[config.mk]
export PLATFORM = sky130hd
export DESIGN_NAME = mux_scan_nx1
export DESIGN_NICKNAME = d
export VERILOG_FILES = /design/src/rtl/mux_scan_nx1.sv
export SDC_FILE = /design/constraint.sdc
export NUM_CORES = 1
export LEC_CHECK = 0
export BUFFER_PORTS_ARGS = -buffer_cell sky130_fd_sc_hd__buf_2
export CAP_MARGIN = 20
export CORE_MARGIN = 4
export CORE_UTILIZATION = 48
export CTS_CLUSTER_DIAMETER = 150
export CTS_CLUSTER_SIZE = 12
export DETAILED_ROUTE_END_ITERATION = 10
export PLACE_DENSITY = 0.82
export SLEW_MARGIN = 20
export SYNTH_ARGS = -nofsm -noshare
export SYNTH_HDL_FRONTEND = slang
export SYNTH_SLANG_ARGS = --single-unit
export TNS_END_PERCENT = 10
[constraint.sdc]
create_clock -name i_clk -period 4.6 [get_ports i_clk]
set_clock_uncertainty 0.15 [all_clocks]
set_input_delay 0.46 -clock i_clk [delete_from_list [all_inputs] [get_ports i_clk]]
set_output_delay 0.46 -clock i_clk [all_outputs]
set_load 0.01 [all_outputs]
[src/rtl/mux_scan_nx1.sv]
// ---------------------------------------------------------------------------
// mux_scan_nx1
//
// Registered N_CH-channel, W-bit multiplexer. It has two modes of operation:
//   - manual: the channel follows i_sel (out-of-range requests are ignored)
//   - scan:   the channel advances round-robin, dwelling DIV cycles on each
//             channel; i_hold freezes the dwell counter and the channel.
// Data, channel index and one-hot enable are registered on the same edge,
// so the three outputs always describe the same channel. There is no
// combinational path from any input to any output.
//
// Parameters:
//   N_CH  number of input channels (2..16)
//   W     width of each channel (1..32)
//   DIV   cycles spent on each channel in scan mode (1..65535)
//   SW    width of the channel index (derived, $clog2(N_CH))
//
// Ports:
//   i_clk        system clock, rising edge
//   i_rst        asynchronous, active-high reset
//   i_mode       0 = manual (use i_sel), 1 = scan
//   i_sel        requested channel in manual mode
//   i_hold       scan mode only: freezes dwell counter and channel
//   i_ent        flattened inputs, channel i at bits [i*W +: W]
//   o_out        registered data of the current channel
//   o_ch         registered current channel index
//   o_ch_onehot  registered one-hot of o_ch (all zero while in reset)
//   o_wrap       one-cycle pulse when a scan wraps from N_CH-1 to 0
// ---------------------------------------------------------------------------
module mux_scan_nx1 #(
    parameter int  N_CH = 4,
    parameter int  W    = 4,
    parameter int  DIV  = 4,
    localparam int SW   = $clog2(N_CH)
) (
    input  logic              i_clk,
    input  logic              i_rst,
    input  logic              i_mode,
    input  logic [SW-1:0]     i_sel,
    input  logic              i_hold,
    input  logic [N_CH*W-1:0] i_ent,
    output logic [W-1:0]      o_out,
    output logic [SW-1:0]     o_ch,
    output logic [N_CH-1:0]   o_ch_onehot,
    output logic              o_wrap
);

    // The dwell counter needs at least one bit even when DIV is 1.
    localparam int CW = (DIV > 1) ? $clog2(DIV) : 1;

    localparam logic [SW-1:0] CH_LAST  = SW'(N_CH - 1);
    localparam logic [CW-1:0] CNT_LAST = CW'(DIV - 1);

    logic [SW-1:0]   r_ch;
    logic [CW-1:0]   r_cnt;
    logic [W-1:0]    r_out;
    logic [N_CH-1:0] r_onehot;
    logic            r_wrap;

    logic [SW-1:0]   w_nxt;
    logic [CW-1:0]   w_cntNxt;
    logic            w_wrapNxt;
    logic [W-1:0]    w_data;
    logic [N_CH-1:0] w_onehot;

    // Next-channel selection.
    // Manual mode keeps the counter cleared so that a later switch to scan
    // starts a full dwell on the current channel. The >= comparisons (rather
    // than ==) keep the index inside 0..N_CH-1 even for non-power-of-two
    // channel counts, where the index register has unused encodings.
    always_comb begin
        w_nxt     = r_ch;
        w_cntNxt  = '0;
        w_wrapNxt = 1'b0;
        if (!i_mode) begin
            if (i_sel <= CH_LAST) begin
                w_nxt = i_sel;
            end
        end else if (i_hold) begin
            w_cntNxt = r_cnt;
        end else if (r_cnt >= CNT_LAST) begin
            w_cntNxt = '0;
            if (r_ch >= CH_LAST) begin
                w_nxt     = '0;
                w_wrapNxt = 1'b1;
            end else begin
                w_nxt = r_ch + SW'(1);
            end
        end else begin
            w_cntNxt = r_cnt + CW'(1);
        end
    end

    // Data slice and one-hot enable for the channel about to be loaded.
    // Both are derived from w_nxt so the registered outputs agree with each
    // other; the data is sampled from i_ent on the same edge.
    always_comb begin
        w_data   = '0;
        w_onehot = '0;
        for (int i = 0; i < N_CH; i++) begin
            if (w_nxt == SW'(i)) begin
                w_data      = i_ent[i*W +: W];
                w_onehot[i] = 1'b1;
            end
        end
    end

    // State and output registers. Reset clears everything, including the
    // one-hot, so a zero one-hot marks "no channel enabled yet".
    always_ff @(posedge i_clk or posedge i_rst) begin
        if (i_rst) begin
            r_ch     <= '0;
            r_cnt    <= '0;
            r_out    <= '0;
            r_onehot <= '0;
            r_wrap   <= 1'b0;
        end else begin
            r_ch     <= w_nxt;
            r_cnt    <= w_cntNxt;
            r_out    <= w_data;
            r_onehot <= w_onehot;
            r_wrap   <= w_wrapNxt;
        end
    end

    assign o_out       = r_out;
    assign o_ch        = r_ch;
    assign o_ch_onehot = r_onehot;
    assign o_wrap      = r_wrap;

endmodule

* Yosys cells after proc, flatten, opt, wreduce, memory -nomap -nowiden
Index checks and enable logic that the tools add are counted.
** Storage, ports and cells
- Bits of input ports :: 22
- Register bits :: 13
** Cells by class
- Equality and inequality tests :: 4
- Order comparisons :: 3
- Add/subtract/negate cells :: 2
- Muxes and demuxes :: 20
- Reduce and logical (&&, ||, !) cells :: 1
** Operator list (number)
- 2-to-1 mux 2 bit :: 8
- 2-to-1 mux 4 bit :: 4
- 2-to-1 mux 1 bit :: 8
- adder 2 x 1 -> 2 bit (second input constant) :: 2
- == test 2 bit (second input constant) :: 2
- >= comparator 2 bit (second input constant) :: 2
- == test 2 x 1 -> 1 bit (second input constant) :: 1
- less-or-equal comparator 2 bit (second input constant) :: 1
- logical NOT 2 bit :: 1
- inequality test 2 bit (second input constant) :: 1

* Longest topological paths before layout
Gate-level depths: netlist (run 1).
- Depth after elaboration :: 10
- Mapped depth :: 8
- Gate-level depth less buffers :: 6

* Least setup slack after synthesis (run 1)
Ideal clock, no wire load.
- Path type :: register to register
- Start :: register r_ch[0], in the netlist o_ch[0]
- End :: register r_out[0], in the netlist o_out[0]
- Slack :: 2.836 ns
- Data required time :: 4.322 ns
- Clock period less this slack :: 1.764 ns
- Stages on the path, launching flop included :: 6
- Setup time :: 0.128 ns
- Arrival :: 1.487 ns
- Path through :: dfrtp_1 ha_1 or4_1 buf_2 a32oi_1 mux2i_1
** Between the ends
- Word-level cells in the longest chain between the ends :: 10
** Ends and longest elaborated chain
- start: declaration :: line 54 : logic [SW-1:0] r_ch;
- start signal: assignment :: line 118 : r_ch <= w_nxt;
- adder 2 x 1 -> 2 bit or >= comparator 2 bit (tied branches) :: line 87, 83
- 2-to-1 mux 2 bit :: line 83 : if (r_ch >= CH_LAST) begin
- 2-to-1 mux 2 bit :: line 81 : end else if (r_cnt >= CNT_LAST) begin
- 2-to-1 mux 2 bit :: line 79 : end else if (i_hold) begin
- 2-to-1 mux 2 bit * :: line 75 : if (!i_mode) begin
- logical NOT 2 bit :: line 101 : if (w_nxt == SW'(i)) begin
- 2-to-1 mux 4 bit (3 in a row) :: line 101
- 2-to-1 mux 4 bit * :: line 101
- via w_data[0] :: line 63 : logic [W-1:0] w_data;
- end signal: assignment :: line 120 : r_out <= w_data;
- end: declaration :: line 56 : logic [W-1:0] r_out;
Mark *: on every way through the listed nets, which the timed path passes. The rest lies on a longest branch.
A chain may end at the register's enable or synchronous reset.

* Worst setup path after layout (run 1)
- Start :: register r_cnt[0]
- End :: register r_out[2], in the netlist o_out[2]
** Between the ends
- Word-level cells in the longest chain between the ends :: 9
** Ends and longest elaborated chain
- start: declaration :: line 55 : logic [CW-1:0] r_cnt;
- start signal: assignment :: line 119 : r_cnt <= w_cntNxt;
- >= comparator 2 bit * :: line 81
- 2-to-1 mux 2 bit * :: line 81
- 2-to-1 mux 2 bit * :: line 79
- 2-to-1 mux 2 bit * :: line 75
- logical NOT 2 bit :: line 101
- 2-to-1 mux 4 bit (3 in a row) :: line 101
- 2-to-1 mux 4 bit * :: line 101
- via w_data[2] :: line 63
Marked as above.

==> results of run 1 <==
-- worst max-delay path by stage --
stage / start / end / slack [ns]
3_5_place_dp: i_hold / o_out[2] / 2.45
2_1_floorplan: o_ch[0] / o_out[0] / 2.84
3_3_place_gp: i_hold / o_out[2] / 2.52
6_report: r_cnt[0] / o_out[2] / 2.54
4_1_cts: r_cnt[0] / o_out[2] / 2.55
5_1_grt: r_cnt[1] / o_out[1] / 2.37
-- registers in the layout, indices dropped and copies added (netlist names) --
register,cells
o_ch_onehot,4
o_out,4
o_ch,2
r_cnt,2
o_wrap,1
-- worst max-delay path, delay by kind of cell, from the launching register on --
| kind | cells | cell delay, ns |
|---|---|---|
| AO/OA/AOI/OAI | 1 | 0.25 |
| adder cells (fa/ha/maj) | 1 | 0.19 |
| AND/OR/NAND/NOR | 2 | 0.86 |
| multiplexers | 1 | 0.10 |
| flip-flops | 1 | 0.37 |
-- stage by stage --
stage           util  setup slack [ns]  cell area [um2]  std cells
2_1_floorplan      -              2.84              729         76
3_3_place_gp   0.639              2.52              873        116
3_5_place_dp   0.639              2.45              873        116
4_1_cts        0.658              2.55              900        120
5_1_grt        0.658              2.37              900        120
6_report       0.658              2.54              900        120
-- cell usage in the layout (no fill, tap or decap), types with 2 or more instances in the layout --
cell type and instances:
buf_2 32, inv_2 2, dfrtp_1 13, ha_1 2, clkbuf_4 3, mux2i_1 6, a211oi_1 8, nor2_1 8
nand2_1 2, inv_1 10, a32oi_1 8
-- power groups by stage --
stage | Sequential [mW] | Combinational, mW | Clock (mW)
after global placement | 0.133 | 0.0624 | 0
after detailed placement | 0.133 | 0.0654 | 0
after global routing | 0.132 | 0.0733 | 0.0740
final | 0.131 | 0.0650 | 0.0661
after CTS | 0.131 | 0.0653 | 0.0692
after floorplan | 0.138 | 0.0345 | 0
-- kinds of logic (layout without fill, tap and decap cells) --
family,count (synthesis),in the layout,synth area share
compound gates,19,19,0.208
simple gates,17,17,0.120
mux,6,6,0.0823
fa+ha+maj,2,2,0.0343
flops,13,13,0.446
buf+inv,19,48,0.110
-- layout make-up --
| type | count | area (um2) | area share |
|---|---|---|---|
| inverter | 12 | 45.0 | 0.0501 |
| clock buffer | 4 | 26.3 | 0.0292 |
| multi-input combinational | 44 | 324 | 0.360 |
| sequential | 13 | 325 | 0.362 |
| timing repair buffer | 32 | 160 | 0.178 |
| tap | 15 | 18.8 | 0.0209 |
-- metal layers --
layer / part of all wire / up-vias / wire [um] / track usage
li1: - / 329 / - / -
met1: 0.41 / 282 / 639 / 0.199
met2: 0.47 / 34 / 728 / 0.271
met3: 0.11 / 2 / 173 / 0.0153
met4: 0.012 / 0 / 19 / 0.127
met5: 0 / - / 0 / 0
==> flow_summary_export.csv, run 1 <==
group,metric,value,unit
pwr,cellInternalPower,189,uW
clock_tree,total_clock_buffers_created_by_cts,3,
routing,number_of_nets_with_antenna_violations_after_detailed_routing,0,
pwr,worst_ir_drop_on_vdd,0.136,mV
logic_synthesis,synth_area_leader_cell,"dfrtp_1",
logic_synthesis,synth.avg_cell_area,9.60,um2
clock_tree,clock_insertion_delay_worst_skew,0.27,ns
finish,layout_cells_sized_above_1,0.371,
global_route,initial_antenna_violation_count,0,
worst_setup_path,critical-path-slowest-cell,"or4_1",
logic_synthesis,synth_fp_nets,100,
placement,detailed_place_hpwl,1280,um
logic_synthesis,ys_async_sr_fraction,1.00,
routing,post-route-drc-count,0,
die,design.core.area,1370,um2
routing,num_vias,647,
logic_synthesis,synth-main-ff-cell,"dfrtp_1",
global_route,global_route.overflow_total,0,
sta,final-max-slew-violation-count,0,
die,die_area,2210,um2
worst_setup_path,slowest_delay,0.62,ns
logic_synthesis,synth_most_common_cell,"dfrtp_1",
logic_synthesis,synth_area,729,um2
placement,globalplace.congestion,0.834,
sta,hold_violations,0,
logic_synthesis,seq_cells_post_synth,13,
sta,fin_hold_ws,0.0400,ns
pwr,leakagePower,0.490,nW
worst_setup_path,critical_path_source_type,"flop",
die,dieHeight,47.0,um
finish,fill_cells,121,
worst_setup_path,critical_path.max_fanout,12,
sta,slew_headroom,0.688,
hold_path,holdCritPathClass,"in2async",
sta,rsz0062_at_grt,"no",
logic_synthesis,yosysUniqueCellTypes,23,
clock_tree,cts_root_buf,"clkbuf_4",
die,top_level_ports,33,
placement,io_buffers,32,
logic_synthesis,number_of_flops_mapped_to_enable_cells_by_yosys,0,
pwr,power_density,291,nW/um2
finish,layout.nets,130,
routing,drtPass1Iterations,4,
finish,area_added_between_synthesis_and_finish,23.3,%
pwr,sw_frac_of_total,0.278,
routing,wirelength,1560,um
clock_tree,cts_resized,0,
logic_synthesis,synth_area_leaders,"dfrtp_1, a32oi_1, mux2i_1, a211oi_1, inv_1",
routing,wl_per_cell,13.0,um
clock_tree,clock_tree_from_tritoncts,"done",
routing,dr.first_iter.drc_count,15,
sta,setup_viol,0,
die,chipWidth,47.0,um
worst_setup_path,reg2reg_setup_slack,2.54,ns
logic_synthesis,mapped_cells,76,
clock_tree,cts_htree_levels,1,
logic_synthesis,synth_common_cells,"dfrtp_1, inv_1, a211oi_1, a32oi_1, nor2_1",
clock_tree,clk_transition_reported_paths,0.07,ns
pwr,finalPower,262,uW
worst_setup_path,cp_cell_sequence,"ha_1 -> nand2b_1 -> or4_1 -> a32oi_1 -> mux2i_1",
clock_tree,numClockSinks,13,
sta,fin_setup_tns,0,ns
pwr,seq_power_share,0.499,
sta,fmaxAchievable,486,MHz
global_route,grt_first_pass_wirelength,2500,um
worst_setup_path,worst_setup_path_end_kind,"flop",
clock_tree,post_cts_hold_buffer_count,0,
logic_synthesis,yosysWarnings,0,
global_route,globalRouteTotalUtil,0.166,
pwr,share_clk_of_total_power,0.253,
die,initial_standard_cell_utilization_of_the_core,0.534,
worst_setup_path,crit-reg2reg-launch,"r_cnt[0]",
sta,timing_worst_slew_pin_value,0.468,ns
die,core.rowCount,13,
global_route,grt_start_max_net_pins,14,
routing,drt-vias-per-instance,5.39,
worst_setup_path,worst_r2r_endpoint,"o_out[2]",
outcome,outcome,"completed",
worst_setup_path,worstRegToRegCells,5,
pwr,total_switching_power,72.8,uW
pwr,combinationalPowerShare,0.249,
logic_synthesis,netlist.area_leader.share,0.446,
worst_setup_path,category_of_the_critical_setup_timing_path,"reg2reg",
logic_synthesis,seq_area_frac_synth,0.446,
worst_setup_path,critical_path_required,4.59,ns
sta,period_needed,2.06,ns
clock_tree,postCtsSetupRepairBufs,0,
global_route,grt_pass1_vias,629,
sta,finalCritPeriodShare,0.447,
worst_setup_path,timing.critical_path.arrival,2.05,ns
job,cap_violations,0,
clock_tree,clock_path_buffers,2,
finish,insertedDiodeCount,0,
No activity file was read; power rests on OpenSTA's default activity.
==> run 2, diff against run 1 <==
CORE_UTILIZATION = 45   (was 48)
PLACE_DENSITY = 0.78   (was 0.82)
clock period = 2.1 ns   (was 4.6 ns; I/O delays follow)
==> run 2 against run 1 <==
Against the previous run: sequential share of layout area fell by 0.74 points; clock power rose by 120%; sequential power up 120%; cell count rose by 2.5%; critical path type unchanged; sequential cell count unchanged; maximum frequency up 8.1%; final area is 2.1% higher; worst hold slack better by 0.031 ns; register-to-register slack got worse by 2.3 ns.
==> flow_summary_export.csv, run 2 (synthesis results as in run 1) <==
group,metric,value,unit
pwr,leakagePower,0.498,nW
hold_path,hold_path_startpoint,"i_mode",
global_route,initial_antenna_violation_count,0,
sta,final-max-slew-violation-count,0,
sta,fin_hold_ws,0.0714,ns
placement,detailed_place_hpwl,1330,um
clock_tree,cts_htree_levels,1,
die,dieHeight,48.3,um
routing,dr.first_iter.drc_count,15,
worst_setup_path,critical_path_source_type,"flop",
sta,hold_violations,0,
die,top_level_ports,33,
placement,io_buffers,32,
finish,cell_count_final_fillers_out,123,
clock_tree,postCtsSetupRepairBufs,0,
outcome,outcome,"completed",
worst_setup_path,worst_r2r_endpoint,"o_out[2]",
sta,finalCritPeriodShare,0.906,
pwr,worst_ir_drop_on_vdd,0.329,mV
clock_tree,total_clock_buffers_created_by_cts,3,
finish,fill_cells,137,
clock_tree,clock_path_buffers,2,
global_route,globalRouteTotalUtil,0.158,
worst_setup_path,category_of_the_critical_setup_timing_path,"reg2reg",
worst_setup_path,startpoint,"o_ch[0]",
sta,setup_viol,0,
pwr,power_density,625,nW/um2
clock_tree,clock_insertion_delay_worst_skew,0.26,ns
die,design.core.area,1520,um2
sta,fin_setup_tns,0,ns
die,initial_standard_cell_utilization_of_the_core,0.479,
routing,drt-vias-per-instance,5.34,
routing,number_of_nets_with_antenna_violations_after_detailed_routing,0,
die,core.rowCount,14,
finish,area_added_between_synthesis_and_finish,25.9,%
die,chipWidth,48.3,um
finish,layout.nets,132,
hold_path,worstHoldPathCells,3,
routing,drtPass1Iterations,4,
clock_tree,numClockSinks,13,
worst_setup_path,reg2reg_setup_slack,0.20,ns
job,cap_violations,0,
worst_setup_path,timing.critical_path.arrival,1.89,ns
global_route,grt_first_pass_wirelength,2500,um
hold_path,timing.hold.worst_endpoint,"o_wrap",
sta,timing_worst_slew_pin_value,0.459,ns
worst_setup_path,worst_setup_path_end_kind,"flop",
placement,globalplace.congestion,0.746,
clock_tree,cts_root_buf,"clkbuf_4",
sta,rsz0062_at_grt,"no",
finish,layout_cells_sized_above_1,0.374,
die,die_area,2330,um2
routing,wirelength,1600,um
clock_tree,clock_tree_from_tritoncts,"done",
worst_setup_path,critical_path_required,2.09,ns
sta,fmaxAchievable,526,MHz
routing,wl_per_cell,13.0,um
placement,placedCellCount,118,
hold_path,holdCritPathClass,"in2reg",
finish,most_used_cells_in_the_layout_excluding_fill_and_tap_cells,"buf_2, dfrtp_1, inv_1",
routing,post-route-drc-count,0,
routing,num_vias,657,
global_route,global_route.overflow_total,0,
global_route,grt_start_max_net_pins,14,
worst_setup_path,crit-reg2reg-launch,"o_ch[0]",
clock_tree,clk_transition_reported_paths,0.07,ns
finish,insertedDiodeCount,0,
finish,layout.cells.most_common,"buf_2",
sta,slew_headroom,0.694,
global_route,grt_pass1_vias,616,
worst_setup_path,worstRegToRegCells,4,
worst_setup_path,critical_path.max_fanout,8,
sta,period_needed,1.90,ns
[run 2: cell count changes in the layout (fill, tap and decap cells not counted)]
cell / delta
buf_4: +1
dlygate4sd3_1: +1
[run 2: cell type report]
| type | instances | area (um2) | area share |
|---|---|---|---|
| multi-input cells | 44 | 324 | 0.353 |
| inverters | 12 | 45.0 | 0.0490 |
| flip-flops and latches | 13 | 325 | 0.354 |
| well taps | 16 | 20.0 | 0.0218 |
| repair buffers | 34 | 178 | 0.193 |
| clock buffers | 4 | 26.3 | 0.0286 |
[run 2: how the worst max path moves through the flow]
stage                                 to  slack (ns)
final                           o_out[2]        0.20
after global routing      o_ch_onehot[2]        0.06
after CTS                       o_out[1]        0.21
after detailed placement        o_out[1]        0.22
after global placement          o_out[2]        0.28
after floorplan                 o_out[0]        0.34
[run 2: routing by layer]
layer | share of wire | track usage
met5 | 0 | 0
met2 | 0.47 | 0.240
met3 | 0.076 | 0.0221
met4 | 0.018 | 0.124
met1 | 0.43 | 0.199
[run 2: power by group]
group	internal [mW]	leakage, nW	switching (mW)	total [mW]
registers	0.275	0.161	0.0109	0.286
clock network	0.0734	0.0150	0.0706	0.144
logic	0.0663	0.322	0.0774	0.144
[run 2: what timing repair did]
action,in CTS,in global routing
hold buffers,1,0
resized for setup,0,0
endpoints found under the hold margin,13,0
[run 2: critical path: stages, from the launching register on]
cell	delay [ns]
dfrtp_1	0.43
ha_1	0.25
or4_1	0.62
a32oi_1	0.21
mux2i_1	0.10
[run 2: through the flow]
stage	area (um2)	power, mW	setup WS [ns]	utilization
global placement	882	0.428	0.283	0.579
detailed placement	882	0.436	0.216	0.579
global route	918	0.618	0.0559	0.603
floorplan	729	0.378	0.336	-
CTS	918	0.584	0.208	0.603
finish	918	0.574	0.197	0.603
